`src/rtl/alu_pkg.sv`:
```
// Shared ALU selector codes, MIPS opcode/funct constants and issue-stage FSM states.
// The ALU decoder and the issue stage both take their encodings from here.
package alu_pkg;

    localparam logic [3:0] ALU_ADD  = 4'b0000;
    localparam logic [3:0] ALU_SUB  = 4'b0001;
    localparam logic [3:0] ALU_MULT = 4'b0010;
    localparam logic [3:0] ALU_DIV  = 4'b0011;
    localparam logic [3:0] ALU_OR   = 4'b0100;
    localparam logic [3:0] ALU_AND  = 4'b0101;
    localparam logic [3:0] ALU_SLT  = 4'b0110;
    localparam logic [3:0] ALU_SLL  = 4'b0111;
    // Fixed-constant ALU ops; the issue stage never selects these.
    localparam logic [3:0] ALU_ADDI = 4'b1000;
    localparam logic [3:0] ALU_SLTI = 4'b1001;
    localparam logic [3:0] ALU_ANDI = 4'b1010;
    localparam logic [3:0] ALU_ORI  = 4'b1011;

    localparam logic [5:0] OPC_RTYPE = 6'b000000;
    localparam logic [5:0] OPC_BEQ   = 6'b000100;
    localparam logic [5:0] OPC_ADDI  = 6'b001000;
    localparam logic [5:0] OPC_SLTI  = 6'b001010;
    localparam logic [5:0] OPC_ANDI  = 6'b001100;
    localparam logic [5:0] OPC_ORI   = 6'b001101;
    localparam logic [5:0] OPC_LW    = 6'b100011;
    localparam logic [5:0] OPC_SW    = 6'b101011;

    localparam logic [5:0] FN_SLL  = 6'b000000;
    localparam logic [5:0] FN_MULT = 6'b011000;
    localparam logic [5:0] FN_DIV  = 6'b011010;
    localparam logic [5:0] FN_ADD  = 6'b100000;
    localparam logic [5:0] FN_SUB  = 6'b100010;
    localparam logic [5:0] FN_AND  = 6'b100100;
    localparam logic [5:0] FN_OR   = 6'b100101;
    localparam logic [5:0] FN_SLT  = 6'b101010;

    typedef enum logic [1:0] {
        StIdle = 2'd0,
        StExec = 2'd1,
        StDone = 2'd2
    } state_e;

endpackage

```
`src/rtl/alu_decode.sv`:
```
// Combinational decode of a MIPS instruction plus operands into ALU operands and selector.
// Unsupported encodings and divide-by-zero both collapse to a harmless SLL of zeros.
module alu_decode
    import alu_pkg::*;
(
    input  logic [31:0] instr,
    input  logic [31:0] rs_val,
    input  logic [31:0] rt_val,
    output logic [31:0] op1,
    output logic [31:0] op2,
    output logic [3:0]  s_op,
    output logic        is_beq,
    output logic        illegal,
    output logic        div_zero
);

    logic [5:0]  opcode;
    logic [5:0]  funct;
    logic [31:0] imm_sx;
    logic [31:0] imm_zx;
    logic        unused_fields;

    assign opcode        = instr[31:26];
    assign funct         = instr[5:0];
    assign imm_sx        = {{16{instr[15]}}, instr[15:0]};
    assign imm_zx        = {16'h0000, instr[15:0]};
    assign unused_fields = ^{instr[25:16], instr[10:6]};

    always_comb begin
        op1      = '0;
        op2      = '0;
        s_op     = ALU_SLL;
        is_beq   = 1'b0;
        illegal  = 1'b0;
        div_zero = 1'b0;
        case (opcode)
            OPC_RTYPE: begin
                op1 = rs_val;
                op2 = rt_val;
                case (funct)
                    FN_ADD:  s_op = ALU_ADD;
                    FN_SUB:  s_op = ALU_SUB;
                    FN_MULT: s_op = ALU_MULT;
                    FN_DIV: begin
                        if (rt_val == '0) begin
                            op1      = '0;
                            op2      = '0;
                            div_zero = 1'b1;
                        end else begin
                            s_op = ALU_DIV;
                        end
                    end
                    FN_OR:   s_op = ALU_OR;
                    FN_AND:  s_op = ALU_AND;
                    FN_SLT:  s_op = ALU_SLT;
                    FN_SLL:  s_op = ALU_SLL;
                    default: begin
                        op1     = '0;
                        op2     = '0;
                        illegal = 1'b1;
                    end
                endcase
            end
            OPC_ADDI: begin
                op1  = rs_val;
                op2  = imm_sx;
                s_op = ALU_ADD;
            end
            OPC_SLTI: begin
                op1  = rs_val;
                op2  = imm_sx;
                s_op = ALU_SLT;
            end
            OPC_ANDI: begin
                op1  = rs_val;
                op2  = imm_zx;
                s_op = ALU_AND;
            end
            OPC_ORI: begin
                op1  = rs_val;
                op2  = imm_zx;
                s_op = ALU_OR;
            end
            OPC_LW, OPC_SW: begin
                op1  = rs_val;
                op2  = imm_sx;
                s_op = ALU_ADD;
            end
            OPC_BEQ: begin
                op1    = rs_val;
                op2    = rt_val;
                s_op   = ALU_SUB;
                is_beq = 1'b1;
            end
            default: illegal = 1'b1;
        endcase
    end

endmodule

```
`src/rtl/alu_issue.sv`:
```
// Issue-and-capture stage: registers decoded operands toward the ALU, then captures its
// result one cycle later and holds it until the consumer accepts.
module alu_issue
    import alu_pkg::*;
(
    input  logic        clk,
    input  logic        rst_n,
    input  logic        in_valid,
    output logic        in_ready,
    input  logic [31:0] instr,
    input  logic [31:0] rs_val,
    input  logic [31:0] rt_val,
    output logic [31:0] Op1,
    output logic [31:0] Op2,
    output logic [3:0]  S_Op,
    input  logic [31:0] R_Op,
    input  logic        ZF,
    output logic        out_valid,
    input  logic        out_ready,
    output logic [31:0] result,
    output logic        zero,
    output logic        branch_taken,
    output logic        illegal,
    output logic        div_zero
);

    logic [31:0] dec_op1;
    logic [31:0] dec_op2;
    logic [3:0]  dec_s_op;
    logic        dec_is_beq;
    logic        dec_illegal;
    logic        dec_div_zero;

    alu_decode u_decode (
        .instr    (instr),
        .rs_val   (rs_val),
        .rt_val   (rt_val),
        .op1      (dec_op1),
        .op2      (dec_op2),
        .s_op     (dec_s_op),
        .is_beq   (dec_is_beq),
        .illegal  (dec_illegal),
        .div_zero (dec_div_zero)
    );

    state_e      state_q;
    logic        in_ready_q;
    logic        out_valid_q;
    logic [31:0] op1_q;
    logic [31:0] op2_q;
    logic [3:0]  s_op_q;
    logic        is_beq_q;
    logic        ill_pend_q;
    logic        dz_pend_q;
    logic [31:0] result_q;
    logic        zero_q;
    logic        branch_q;
    logic        illegal_q;
    logic        div_zero_q;

    // Flags decoded at accept wait in *_pend_q so the visible flags change with the result.
    always_ff @(posedge clk) begin
        if (!rst_n) begin
            state_q     <= StIdle;
            in_ready_q  <= 1'b1;
            out_valid_q <= 1'b0;
            op1_q       <= '0;
            op2_q       <= '0;
            s_op_q      <= ALU_SLL;
            is_beq_q    <= 1'b0;
            ill_pend_q  <= 1'b0;
            dz_pend_q   <= 1'b0;
            result_q    <= '0;
            zero_q      <= 1'b0;
            branch_q    <= 1'b0;
            illegal_q   <= 1'b0;
            div_zero_q  <= 1'b0;
        end else begin
            case (state_q)
                StIdle: begin
                    if (in_valid && in_ready_q) begin
                        state_q    <= StExec;
                        in_ready_q <= 1'b0;
                        op1_q      <= dec_op1;
                        op2_q      <= dec_op2;
                        s_op_q     <= dec_s_op;
                        is_beq_q   <= dec_is_beq;
                        ill_pend_q <= dec_illegal;
                        dz_pend_q  <= dec_div_zero;
                    end
                end
                StExec: begin
                    state_q     <= StDone;
                    out_valid_q <= 1'b1;
                    result_q    <= dz_pend_q ? 32'hFFFF_FFFF : R_Op;
                    zero_q      <= ZF;
                    branch_q    <= is_beq_q && ZF;
                    illegal_q   <= ill_pend_q;
                    div_zero_q  <= dz_pend_q;
                end
                StDone: begin
                    if (out_ready) begin
                        state_q     <= StIdle;
                        out_valid_q <= 1'b0;
                        in_ready_q  <= 1'b1;
                    end
                end
                default: begin
                    state_q     <= StIdle;
                    out_valid_q <= 1'b0;
                    in_ready_q  <= 1'b1;
                end
            endcase
        end
    end

    assign in_ready     = in_ready_q;
    assign out_valid    = out_valid_q;
    assign Op1          = op1_q;
    assign Op2          = op2_q;
    assign S_Op         = s_op_q;
    assign result       = result_q;
    assign zero         = zero_q;
    assign branch_taken = branch_q;
    assign illegal      = illegal_q;
    assign div_zero     = div_zero_q;

endmodule

```
`config.mk`:
```
export PLATFORM = sky130hd
export DESIGN_NAME = alu_issue
export DESIGN_NICKNAME = d
export VERILOG_FILES = /design/src/rtl/alu_pkg.sv /design/src/rtl/alu_decode.sv /design/src/rtl/alu_issue.sv
export SDC_FILE = /design/constraint.sdc
export NUM_CORES = 1
export LEC_CHECK = 0
export ABC_AREA = 1
export BUFFER_PORTS_ARGS = -buffer_cell sky130_fd_sc_hd__buf_2
export CAP_MARGIN = 10
export CORE_MARGIN = 3
export CORE_UTILIZATION = 25
export DETAILED_ROUTE_END_ITERATION = 8
export PLACE_DENSITY = 0.5
export SLEW_MARGIN = 20
export SYNTH_ARGS = -nofsm -noshare
export SYNTH_HDL_FRONTEND = slang
export SYNTH_HIERARCHICAL = 1
export SYNTH_SLANG_ARGS = --single-unit
```
`constraint.sdc`:
```
create_clock -name clk -period 1.8 [get_ports clk]
set_input_delay 0.36 -clock clk [delete_from_list [all_inputs] [get_ports clk]]
set_output_delay 0.36 -clock clk [all_outputs]
set_load 0.01 [all_outputs]
```
======== Word level (Yosys, flattened, before mapping) ========
Cells that the tools add are included.
cells by class
  multiplexer cells ....................... 24
  reductions and logical operators ........ 16
  order comparisons ....................... 0
  add/subtract/negate cells ............... 0
  shift-type cells ........................ 0
  equality and inequality tests ........... 18
  divide/modulo/power cells ............... 0
  multipliers ............................. 0
  bitwise logic cells ..................... 2
operator list
  operator            number
  $pmux 32 s2         3
  $pmux 32 s4         1
  $mux 32             3
  $eq 6x6->1 const B  7
  $logic_not 32->1    1
  $pmux 4 s7          1
  $eq 6x4->1 const B  4
  $pmux 4 s6          1
  $reduce_or 7->1     2
  $eq 6x5->1 const B  2
  $logic_not 6->1     2
  $mux 1              8
  $reduce_or 8->1     1
  $eq 6x3->1 const B  1
  $pmux 1 s3          2
  $pmux 2 s3          1
  $reduce_and 2->1    3
  $mux 2              2
  $ne 2x2->1 const B  2
  $reduce_or 4->1     1
  $mux 3              1
  $reduce_and 3->1    1
  $reduce_or 3->1     1
  $eq 2x1->1 const B  1
  other kinds (6)     8
word-level totals
  memory bits (writable) .................. 0
  bits in registers ....................... 111
  bits in latches ......................... 0
  memories kept ........................... 0
  ROM bits ................................ 0
  output and inout bits ................... 106
  bits of input ports ..................... 133

======== Logic depth before layout (Yosys ltp) ========
  word-level depth ........................ 4
  mapped depth ............................ 14
  gate-level depth less buffers ........... 13

======== Cells and area by module ========
The synthesis kept the hierarchy.
by module, submodules not included
  module      area each (sq um)  times used  cells an instance  seq. area each (sq um)
  alu_issue   4300.4             1           564                2222.1
  alu_decode  2021.9             1           433                0.0

======== Worst setup path before layout ========
OpenSTA, ideal clock, no wires.
  path kind ............................... input-to-reg
  start point ............................. in rt_val[25]
  end point ............................... reg op2_q[17], in the netlist Op2[17]
  path buffers ............................ 1
  stages .................................. 14
  setup slack ............................. 204 ps
  data arrival time ....................... 1483 ps
  library setup time ...................... 113 ps
  required time ........................... 1687 ps
  cell sequence ........................... inv_1 > nand2_1 > nor2_1 > nand2_1 > nor2_1 > nand2_1 > nand2_1 > nand2_4 > buf_6 > nand3_2 > nand2_1 > nand3b_1 > nand2_1 > nor2_1
between the ends
  longest elaborated chain between the ends .. 4
ends and longest elaborated chain
  item                  line              text
  from (decl)           alu_issue.sv:12   input logic [31:0] rt_val,
  $logic_not 32->1      alu_decode.sv:45  if (rt_val == '0) begin
  $mux 32               alu_decode.sv:45
  $pmux 32 s2           alu_decode.sv:40  case (funct)
  $pmux 32 s4           alu_decode.sv:36  case (opcode)
  net dec_op2[17]       alu_issue.sv:28   logic [31:0] dec_op2;
  to (signal assigned)  alu_issue.sv:85   op2_q <= dec_op2;
  to (decl)             alu_issue.sv:50   logic [31:0] op2_q;
The timed path passes the listed nets, and every way through them passes these cells.
A chain may end at the register's enable or synchronous reset.

======== Worst setup path in the final report ========
  start point ............................. in instr[4]
  end point ............................... reg op2_q[23], in the netlist Op2[23]
between the ends
  longest elaborated chain between the ends .. 4
  elaborated cells on any way between the ends .. 11
  classes of those cells .................. 7 x eq/ne; 2 x mux; 2 x reduce/logical
ends and longest elaborated chain
  item                                line              text
  from (decl)                         alu_issue.sv:10   input logic [31:0] instr,
  $eq 6x6->1 (tied with other cells)  alu_decode.sv:40
  $reduce_or 7->1 (no line)           -
  $pmux 32 s2 *                       alu_decode.sv:40
  $pmux 32 s4 *                       alu_decode.sv:36
  net dec_op2[23]                     alu_issue.sv:28
The timed path passes the listed nets; every way through them passes the cells marked *.

==> out/qor.txt <==
status - complete, no violations
fin nets - 1368
Final WS setup - 258.4 ps
Critical Path RT - 2050 ps
CTS Hold Bufs - 0
chip height - 165.0 um
clk buf depth - 2
placed cell areas - 0.008159 mm2
worst path arrival time - 1790 ps
Via Count - 6822
core footprint - 0.02460 mm2
DIE WIDTH - 165.0 um
Finished Layout Cells - 1569
synthesis-to-layout area growth - 34.34%
drt pass-1 iters - 4
top post-synthesis cells by area - dfxtp_1 35%, nand2_1 17%, nor2_1 14%
hold path cells - 3
Slowest cell on crit path - nor3_2
Place WS - -102.8 ps
minimum clock period - 1542 ps
Hold Vio Cnt, Final - 0
Peak VDD IR - 365.6 uV
Std-Cell Rows - 57
Num CTS Buffers - 9
power density cells - 761.4 mW/mm2
post-route design area - 0.008493 mm2
register area - 0.002222 mm2
antenna violations before repair - 8
biggest area consumer among synthesized cells - dfxtp_1
Fill cells - 2696
R2R cell count - 6
Mapped Nets - 1130
fin crit share - 85.64%
GRT overflow - 0
CP max FO - 23
clk root buf - clkbuf_16
antenna viol nets, final - 0
post-CTS sizing - 0
Critical Path End Type - register
multi-input logic area - 0.003585 mm2
GPL Wtd Cong - 0.8048
DP Wirelength - 15.17 mm
# IOs - 239
Max Fclk - 648.7 MHz
vias per cell - 4.348
Startpoint Class - input port
Pwr Total - 0.006467 W
post-CTS setup buffers - 0
htree depth - 3
flops & latches, synth - 111
total routed wirelength - 21.42 mm
largest net degree at the start of global routing - 72
clock-pin slew on the worst setup and hold paths - 80 ps
static leakage - 4.541 nW
Clock Skew - 10.55 ps
largest stage delay on the critical path - 280 ps
Clock Sinks - 111
vias in the first global route - 6355
number of buffers and inverters on the critical path - 3
Tot GR Track Use - 15.48%
die area - 0.02723 mm2
Setup CP Type - input port to register
share of layout cells above drive strength 1 - 28.55%
WHS - 224.0 ps
Netlist cell types - 27
Mapped Area - 0.006322 mm2
worst slew pin tran - 534.7 ps
final setup violation count - 0
sequential-to-total area share from yosys stat - 35.15%
worst-skew pair later-pin latency - 360 ps
TritonCTS clock tree - built
Synth Area per Inst - 6.341 um2
Top delay family on crit path - simple AND/OR/NAND/NOR gates
placed cell count - 1548
Crit. path cell count - 13
MaxCap Viol Count - 0
fin. max-slew vios - 0
max_slew headroom - 64.31%
cells after synthesis - 997
WL/cell - 13.65 um
Tightest Hold Check Type - input port to register
Yosys warnings - 6
Iter 0 DRT Violations - 314
RSZ-0062 raised after global routing - false
Yosys top cell area share - 35.15%
Initial Utilization - 25.70%
global-route wire length before repair - 33.58 mm
CP cell instances - buf_2 -> inv_1 -> nor2_2 -> nand3_1 -> nand2_2 -> nor3_2 -> nand2_4 -> buf_12 -> nand3_1 -> nand2_1 -> nand3b_1 -> nand2_1 -> nor2_1
DRC errors left - 0
I/O Buffers - 228
==> cell usage in the layout (no fill, tap or decap), drive strengths merged <==
cell      Yosys  routed
nand2       298     298
buf          49     294
nor2        243     243
dfxtp       111     111
nand3        83      83
nand3b       70      70
o21ai        68      68
inv          40      42
clkbuf       18       9
diode         0       5
a21oi         5       5
nand4         4       4
nor3          4       4
clkinv        0       3
a21boi        2       2
bufinv        0       1
clkinvlp      0       1
and2          1       1
conb          1       1
==> routing by layer <==
metal  GRT usage, %  vias up  share of wire, %
met5              0        -              0.19
met4          5.681        6               1.8
met3          4.088       26               6.9
met2          25.34      165                45
met1          19.50     2997                46
li1               -     3628                 -
==> through the flow <==
step | util [%] | setup TNS, ps
6_report | 34.52 | 0
5_1_grt | 34.52 | 0
4_1_cts | 34.45 | 0
3_5_place_dp | 33.16 | -3191
3_3_place_gp | 33.16 | -3969
2_1_floorplan | - | 0
==> cells by family (layout without fill, tap and decap cells) <==
group	count (synthesis)	count (layout)	share of synthesized area, %
AOI/OAI and AO/OA	75	75	6.016
buffers and inverters	107	350	8.312
DFF	111	111	35.15
other	1	6	0.05931
and+or+nand+nor	703	703	50.46
==> final timing paths <==
check / endpoint / startpoint / slack (ps)
worst max-delay path: Op2[23] / instr[4] / 260
worst min-delay path: result[26] / R_Op[26] / 220
worst max register to register: Op1[19] / state_q[1] / 450
worst min register to register: branch_taken / branch_taken / 470
==> report_power, final <==
part	total, W	switching, W	internal [W]
sequential	0.00278	0.000106	0.00268
clock	0.00217	0.00105	0.00112
combinational	0.00151	0.000889	0.000625
total	0.00647	0.00205	0.00442
==> sequential cells by signal, summed over array words and instances (netlist names) <==
| register | cells |
|---|---|
| Op1 | 32 |
| in_ready | 1 |
| zero | 1 |
| dz_pend_q | 1 |
| illegal | 1 |
| S_Op | 4 |
| branch_taken | 1 |
| out_valid | 1 |
| Op2 | 32 |
| state_q | 2 |
| result | 32 |
| div_zero | 1 |
| ill_pend_q | 1 |
| is_beq_q | 1 |
==> worst reg2reg max path: cells and delay by family (launching register included) <==
kind	cells	cell delay (ps)
simple gates	4	520
flops	1	370
buf+inv	2	410
==> layout make-up <==
| type | instances | share of cell area [%] |
|---|---|---|
| clock inverter | 7 | 1.075 |
| timing repair buffer | 294 | 21.21 |
| tap | 324 | 4.773 |
| antenna | 5 | 0.1473 |
| multi-input combinational | 779 | 42.21 |
| sequential | 111 | 26.16 |
| clock buffer | 9 | 2.652 |
| inverter | 40 | 1.768 |
==> cell usage after synthesis, drive strengths merged <==
cell type,count
dfxtp,111
nor2,243
nand3b,70
nand4,4
a21oi,5
inv,40
a21boi,2
buf,49
nand3,83
clkbuf,18
o21ai,68
and2,1
conb,1
nand2,298
nor3,4
Power figures use the tool's default switching activity.
